$ cat src/rtl/oled_text_arbiter.sv
// oled_text_arbiter
// Round-robin arbiter that shares the 4-line OLED text display among NUM_SRC
// AXI-Stream text producers. A granted 512-bit frame is latched onto the four
// 128-bit line outputs and then held for HOLD_CYCLES so the slow OLED refresh
// can pick it up. A clear pulse blanks the display with spaces.
//
// Valid/ready semantics: a frame moves on a rising edge where both
// s_axis_tvalid[i] and s_axis_tready[i] are high. tready is registered, is
// raised for the granted source only, and only during the single ACCEPT cycle.
// A source that drops tvalid during that cycle transfers nothing.
module oled_text_arbiter #(
   parameter  int NUM_SRC     = 2,
   parameter  int HOLD_CYCLES = 50000000,
   localparam int SRC_W       = (NUM_SRC > 1) ? $clog2(NUM_SRC) : 1
) (
   input  logic                   clk,
   input  logic                   resetn,
   input  logic [NUM_SRC*512-1:0] s_axis_tdata,
   input  logic [NUM_SRC-1:0]     s_axis_tvalid,
   output logic [NUM_SRC-1:0]     s_axis_tready,
   input  logic                   clear,
   output logic [127:0]           str1,
   output logic [127:0]           str2,
   output logic [127:0]           str3,
   output logic [127:0]           str4,
   output logic                   update,
   output logic [SRC_W-1:0]       src_id,
   output logic                   busy
);

   localparam int           CNT_W  = (HOLD_CYCLES > 1) ? $clog2(HOLD_CYCLES) : 1;
   localparam logic [127:0] SPACES = {16{8'h20}};

   typedef enum logic [1:0] {
      IDLE   = 2'd0,
      ACCEPT = 2'd1,
      HOLD   = 2'd2
   } state_t;

   state_t             state;
   logic [SRC_W-1:0]   grant;
   logic [SRC_W-1:0]   last_grant;
   logic [CNT_W-1:0]   hold_cnt;
   logic               clr_pend;

   logic [SRC_W-1:0]   next_grant;
   logic               found;
   logic [NUM_SRC-1:0] next_oh;
   logic [511:0]       grant_frame;
   logic               handshake;

   // Round-robin search: first requesting source after last_grant, wrapping.
   always_comb begin
      next_grant = last_grant;
      found      = 1'b0;
      for (int k = 1; k <= NUM_SRC; k++) begin
         for (int i = 0; i < NUM_SRC; i++) begin
            if (!found && s_axis_tvalid[i] &&
                (((int'(last_grant) + k) % NUM_SRC) == i)) begin
               next_grant = SRC_W'(i);
               found      = 1'b1;
            end
         end
      end
   end

   // One-hot form of the next grant and the frame of the registered grant.
   always_comb begin
      next_oh     = '0;
      grant_frame = '0;
      for (int i = 0; i < NUM_SRC; i++) begin
         if (next_grant == SRC_W'(i)) begin
            next_oh[i] = 1'b1;
         end
         if (grant == SRC_W'(i)) begin
            grant_frame = s_axis_tdata[i*512 +: 512];
         end
      end
   end

   // tready is nonzero only in ACCEPT, so this is the transfer condition.
   assign handshake = |(s_axis_tvalid & s_axis_tready);
   assign busy      = (state != IDLE);

   // Arbitration FSM plus the registered display outputs and clear handling.
   always_ff @(posedge clk or negedge resetn) begin
      if (!resetn) begin
         state         <= IDLE;
         grant         <= '0;
         last_grant    <= SRC_W'(NUM_SRC - 1);
         hold_cnt      <= '0;
         clr_pend      <= 1'b0;
         s_axis_tready <= '0;
         src_id        <= '0;
         update        <= 1'b0;
         str1          <= SPACES;
         str2          <= SPACES;
         str3          <= SPACES;
         str4          <= SPACES;
      end else begin
         update <= 1'b0;
         case (state)
            IDLE: begin
               if (|s_axis_tvalid) begin
                  grant         <= next_grant;
                  s_axis_tready <= next_oh;
                  state         <= ACCEPT;
               end
            end
            ACCEPT: begin
               s_axis_tready <= '0;
               if (handshake) begin
                  src_id     <= grant;
                  last_grant <= grant;
                  hold_cnt   <= CNT_W'(HOLD_CYCLES - 1);
                  state      <= HOLD;
               end else begin
                  // Source withdrew its frame: nothing shown, pointer kept.
                  state <= IDLE;
               end
            end
            HOLD: begin
               if (hold_cnt == '0) begin
                  state <= IDLE;
               end else begin
                  hold_cnt <= hold_cnt - 1'b1;
               end
            end
            default: state <= IDLE;
         endcase

         // A new frame wins over blanking; a clear on that edge is deferred
         // one cycle so both content changes get their own update pulse.
         if (handshake) begin
            {str4, str3, str2, str1} <= grant_frame;
            update                   <= 1'b1;
            if (clear) begin
               clr_pend <= 1'b1;
            end
         end else if (clear || clr_pend) begin
            str1     <= SPACES;
            str2     <= SPACES;
            str3     <= SPACES;
            str4     <= SPACES;
            update   <= 1'b1;
            clr_pend <= 1'b0;
         end
      end
   end

endmodule

$ cat config.mk
export PLATFORM = sky130hd
export DESIGN_NAME = oled_text_arbiter
export DESIGN_NICKNAME = d
export VERILOG_FILES = /design/src/rtl/oled_text_arbiter.sv
export SDC_FILE = /design/constraint.sdc
export NUM_CORES = 1
export LEC_CHECK = 0
export ABC_AREA = 1
export ABC_CLOCK_PERIOD_IN_PS = 2500
export BUFFER_PORTS_ARGS = -buffer_cell sky130_fd_sc_hd__buf_4
export CAP_MARGIN = 15
export CORE_AREA = 2 2 605 607
export CTS_BUF_LIST = sky130_fd_sc_hd__clkbuf_8 sky130_fd_sc_hd__clkbuf_16
export CTS_CLUSTER_SIZE = 8
export DETAILED_ROUTE_END_ITERATION = 7
export DIE_AREA = 0 0 607 609
export GPL_TIMING_DRIVEN = 0
export PLACE_DENSITY = 0.3
export SLEW_MARGIN = 20
export SYNTH_ARGS = -nofsm -noshare
export SYNTH_HDL_FRONTEND = slang
export SYNTH_SLANG_ARGS = --single-unit
$ cat constraint.sdc
create_clock -name clk -period 2.5 [get_ports clk]
set_clock_uncertainty 0.05 [all_clocks]
set_input_delay 0 -clock clk [delete_from_list [all_inputs] [get_ports clk]]
set_output_delay 0 -clock clk [all_outputs]
set_load 0.02 [all_outputs]
==> results of run 1 <==
==> layer usage <==
| layer | GRT usage | vias to the layer above | part of all wire |
|---|---|---|---|
| li1 | - | 17176 | - |
| met1 | 0.1837 | 18969 | 0.38 |
| met2 | 0.2842 | 1514 | 0.48 |
| met3 | 0.06607 | 402 | 0.096 |
| met4 | 0.05090 | 32 | 0.035 |
| met5 | 0 | - | 0.00064 |
==> cell usage in the layout (no fill, tap or decap), types with 6 or more instances in the layout <==
cell | Yosys | routed
a21oi_1 | 129 | 129
clkbuf_8 | 0 | 13
buf_4 | 0 | 1553
dfrtp_1 | 482 | 482
buf_6 | 3 | 7
nand4_1 | 7 | 7
nand2_1 | 614 | 613
clkbuf_2 | 0 | 66
dfstp_2 | 65 | 65
nand3_1 | 45 | 45
clkbuf_16 | 0 | 93
dlygate4sd3_1 | 0 | 1716
inv_1 | 32 | 62
o31ai_1 | 448 | 448
clkbuf_1 | 179 | 90
buf_16 | 0 | 12
clkbuf_4 | 0 | 19
bufinv_16 | 0 | 6
nor2_1 | 1015 | 1015
o21ai_0 | 11 | 11
buf_2 | 25 | 36
diode_2 | 0 | 39
==> power breakdown <==
group | switching (W) | total (W) | internal (W)
clock network | 0.00529 | 0.0128 | 0.00754
logic | 0.0258 | 0.0377 | 0.0119
registers | 0.00395 | 0.0172 | 0.0133
total | 0.0351 | 0.0678 | 0.0327
==> flip-flops by register name (all words and copies together) (netlist names) <==
signal,count
hold_cnt,26
state,2
str1,128
src_id,1
s_axis_tready,2
clr_pend,1
grant,1
update,1
last_grant,1
str4,128
str2,128
str3,128
==> critical path: stages (launching register included) <==
cell	delay (ns)
dfrtp_1	0.40
nand2_1	0.09
nand2_1	0.10
bufinv_16	0.32
clkbuf_2	0.39
clkbuf_1	0.70
o31ai_1	0.15
==> per-stage QoR <==
stage	hold slack, ns	setup slack, ns	TNS [ns]	power (W)	area, um^2
floorplan	-0.3456	0.6686	0	0.02947	25470
global placement	0.1856	-6.388	-3864.27	0.05391	43100
detailed placement	-0.06582	-1.260	-478.29	0.05410	43480
CTS	0.0001188	-0.05785	-0.5836	0.07025	63780
global route	0.04139	-0.003216	-0.003216	0.07230	63860
finish	0.07158	0.09026	0	0.06780	63900
==> timing repair <==
item | CTS | global route
gates resized for setup | 124 | 33
setup endpoints to repair | 516 | 278
hold endpoints to repair | 742 | 0
hold buffers | 1717 | 0
==> layout make-up <==
cell class,instances,area [um^2],area share
timing repair buffer,3276,29160,0.4564
sequential,547,13770,0.2155
multi-input combinational,2294,10650,0.1667
tap,4816,6026,0.09430
clock buffer,105,2492,0.03900
buffer,231,1155,0.01807
clock inverter,47,371.6,0.005815
inverter,35,175.2,0.002741
antenna,39,97.59,0.001527
==> how the worst min path moves through the flow <==
stage | from | endpoint | slack [ns] | depth (start not counted)
2_1_floorplan | resetn | clr_pend | -0.35 | 0
3_3_place_gp | s_axis_tdata[253] | str2[125] | 0.19 | 3
3_5_place_dp | resetn | str2[30] | -0.07 | 1
4_1_cts | s_axis_tdata[297] | str3[41] | 0.0001 | 4
5_1_grt | s_axis_tdata[233] | str2[105] | 0.04 | 4
6_report | s_axis_tdata[373] | str3[117] | 0.07 | 4
==> Yosys cell counts, drive strengths merged <==
master,n
nor2,1020
nand2,616
dfrtp,482
o31ai,448
clkbuf,179
a21oi,129
dfstp,65
buf,53
nand3,45
inv,35
o21ai,18
nand4,7
xor2,5
nand3b,2
ha,1
o32ai,1
or2,1
xnor2,1
==> kinds of logic (layout without fill, tap and decap cells) <==
kind of cell	Yosys count	count (layout)	synth area share
AOI/OAI and AO/OA	596	596	0.1621
and+or+nand+nor	1691	1691	0.2533
buffers and inverters	267	3694	0.04145
adders and majority gates	1	1	0.0004911
xor gates and xnor gates	6	6	0.002063
other	0	39	0
DFF	547	547	0.5405
==> flow_summary.ini, run 1 <==
[status]
outcome = finished clean

[cts]
clk_pin_slew_ns = 0.05
clk_path_buf_depth = 4
cts_tree = built
clock-sinks = 547
clk_latency_ns = 0.78
cts.htree.levels = 3
cts_post_setup_buffers_inserted = 0
numCtsBuffers = 93
root_buffer = clkbuf_16

[power]
power_density_mw_per_mm2 = 1061
ir_drop_mv = 0.6231
leakage_nw = 28.41

[logic_synthesis]
ys_ff_latch = 547
syn-instance-count = 3108
yosysWarningCount = 0
synth_nets = 4138
yosys-top-cells-area = dfrtp_1 (47%), nor2_1 (15%), o31ai_1 (13%)
synth_cell_type_count = 27
netlist_area_mm2 = 0.02547
synth_seq_area_share = 0.5405
synth.avg_cell_area_um2 = 8.196
synth_top_area_cell = dfrtp_1
synthDominantCellAreaShare = 0.4735

[place]
place.detailed.hpwl_mm = 272.0
place_inst = 9483
place_congestion = 0.9108
io_buffers = 1545

[setup_path]
cp-end-kind = flip-flop
start_kind = flip-flop
rr_endpoint = str1[122]
crit_type = flip-flop to flip-flop
regToRegSetupSlack_ns = 0.09
cp.required_ns = 3.11
cp_max_fo = 10
cp-startpoint = s_axis_tready[0]
worst_ep_arrival_time_ns = 3.02
crit_end = str1[122]
reg2reg_depth = 6
r2r_start = s_axis_tready[0]

[floorplan]
core_mm2 = 0.3639
start_util = 0.07001
num_rows = 222
die-area_mm2 = 0.3697
die_width_um = 607
die_y_um = 609
pin_count = 1546

[sta]
fmaxAchievable_mhz = 415.0
period_needed_ns = 2.410
worst-slew-pin-transition_ns = 0.8789
relSlewSlack = 0.4141
period_share = 0.9639
finalSetupViolCount = 0
rsz0062_at_grt = yes
maxSlewViolCount = 0
finalHoldViolCount = 0

[routing]
ant_nets = 0
routed_via_density = 3.344
routed_wl_mm = 314.7
first_iter_violations = 2308
vias = 38093
route.detailed.drc = 0
first_pass_iters = 5
wire_per_inst_um = 27.63

[flow_run]
maxCapViolCount = 0

[finish]
drive_gt1_frac = 0.2907
fin_nets = 7508
area_growth_pct = 150.8
final_cell_count_no_fill = 11390
utilization = 0.1756
nFillCells = 41200

[global_routing]
antenna_found_initial = 102
grt_util_all_layers = 0.1647
grt_pass1_wl_mm = 401.5
grt_max_degree = 79
overflow = 0
grt_pass1_vias = 40314

[hold_path]
hold_class = input port to flip-flop
(Power assumes the default switching activity.)
==> inputs of run 2 (changes only) <==
Settings changed: CORE_AREA 2 2 605 607 to 3 3 606 608, DIE_AREA 0 0 607 609 to 0 0 609 611.
==> flow_summary.ini, run 2 (synthesis results as in run 1) <==
[global_routing]
grt_util_all_layers = 0.1648
grt_pass1_vias = 40024
grt_pass1_wl_mm = 405.0
antenna_found_initial = 86
grt_max_degree = 82
overflow = 0

[sta]
worst-slew-pin-transition_ns = 1.058
fmaxAchievable_mhz = 415.7
period_share = 0.9621
finalHoldViolCount = 0
period_needed_ns = 2.405
relSlewSlack = 0.2949
worst_hold_slack_ns = 0.06332
finalSetupViolCount = 0
layout_setup_ws_ns = 0.09467
maxSlewViolCount = 0

[setup_path]
start_kind = flip-flop
worst_ep_arrival_time_ns = 3.07
cp_max_fo = 10
crit_type = flip-flop to flip-flop
cp.required_ns = 3.16
cp-end-kind = flip-flop

[finish]
seq_area_mm2 = 0.01377
layout_commonest_cell = dlygate4sd3_1
multi_input_comb_area_mm2 = 0.01069
area_growth_pct = 146.5
utilization = 0.1734
final_cell_count_no_fill = 11267
design_area_mm2 = 0.06280
drive_gt1_frac = 0.2927
fin_nets = 7409
final_cell_mix = dlygate4sd3_1 (1622), buf_4 (1556), nor2_1 (1006), nand2_1 (613), dfrtp_1 (482)
nFillCells = 41161

[place]
placed_cell_area_mm2 = 0.04337
dp_slack_ns = -1.696
place_congestion = 0.9211
place_inst = 9457
place.detailed.hpwl_mm = 274.2
io_buffers = 1545

[cts]
clock-sinks = 547
cts_tree = built
root_buffer = clkbuf_16
clk_latency_ns = 0.79
clk_pin_slew_ns = 0.06
clk_path_buf_depth = 4
numCtsBuffers = 91
cts_post_setup_buffers_inserted = 0
cts.htree.levels = 3

[power]
combPwrFrac = 0.567
power_density_mw_per_mm2 = 1086
pwr-share-seq = 0.251
p_int_w = 0.03224
ir_drop_mv = 0.5311
switching_share = 0.5274
leakage_nw = 27.96
clkPwrFrac = 0.182
power_switching_w = 0.03598

[routing]
wire_per_inst_um = 28.22
route.detailed.drc = 0
routed_via_density = 3.319
first_pass_iters = 5
first_iter_violations = 2251
vias = 37391
routed_wl_mm = 317.9
ant_nets = 0

[floorplan]
num_rows = 221
core_mm2 = 0.3622
die_width_um = 609
pin_count = 1546
die-area_mm2 = 0.3721
start_util = 0.07033
die_y_um = 611

[status]
outcome = finished clean

[hold_path]
hold_class = input port to flip-flop

[flow_run]
maxCapViolCount = 0
[run 2: critical path: stages (launching register included)]
cell and delay (ns):
dfrtp_1 0.35, buf_6 0.32, clkbuf_4 0.43, clkbuf_1 0.53, nor2_1 0.29, o31ai_1 0.31
[run 2: metrics by stage]
stage,power (W),setup TNS (ns)
final,0.06822,0
after global routing,0.07293,-0.001422
after CTS,0.07071,-2.168
after detailed placement,0.05505,-599.84
after global placement,0.05500,-3826.67
after floorplan,0.02947,0
[run 2: what timing repair did]
item / 4_1_cts / 5_1_grt
pin swaps: 0 / 0
setup endpoints to repair: 516 / 408
hold buffers: 1623 / 0
cloned: 0 / 1
gates resized for setup: 131 / 15
hold endpoints to repair: 784 / 0
[run 2: cell type report]
type / count / area share
Timing Repair Buffer: 3179 / 0.4484
Sequential cell: 547 / 0.2193
Multi-Input combinational cell: 2294 / 0.1703
Tap cell: 4794 / 0.09551
Clock buffer: 99 / 0.03801
Buffer: 231 / 0.01815
Clock inverter: 59 / 0.006395
Inverter: 35 / 0.002829
Antenna cell: 29 / 0.001156
[run 2: layer usage]
layer | global-route usage | wire, um | up-vias
li1 | - | - | 16967
met1 | 0.1726 | 113800 | 18541
met2 | 0.2863 | 155300 | 1490
met3 | 0.08546 | 37940 | 361
met4 | 0.04681 | 10600 | 32
met5 | 0 | 211 | -
[run 2: final timing paths]
kind                              startpoint   endpoint  slack [ns]  depth (start not counted)
hold / removal             s_axis_tdata[140]   str2[12]        0.06                          4
setup reg to reg                       grant    str4[4]        0.09                          5
min in group asynchronous             resetn   str4[61]        0.44                          3
hold reg to reg                     str2[70]   str2[70]        0.43                          2
max in group asynchronous             resetn  str1[104]        0.26                          7
setup / recovery                       grant    str4[4]        0.09                          5
[run 2: power groups by stage]
stage	clock (W)	sequential (W)	combinational (W)
after floorplan	0	0.0203	0.00913
after global placement	0	0.0172	0.0377
after detailed placement	0	0.0173	0.0378
after CTS	0.0130	0.0172	0.0405
after global routing	0.0133	0.0176	0.0420
final	0.0124	0.0171	0.0387
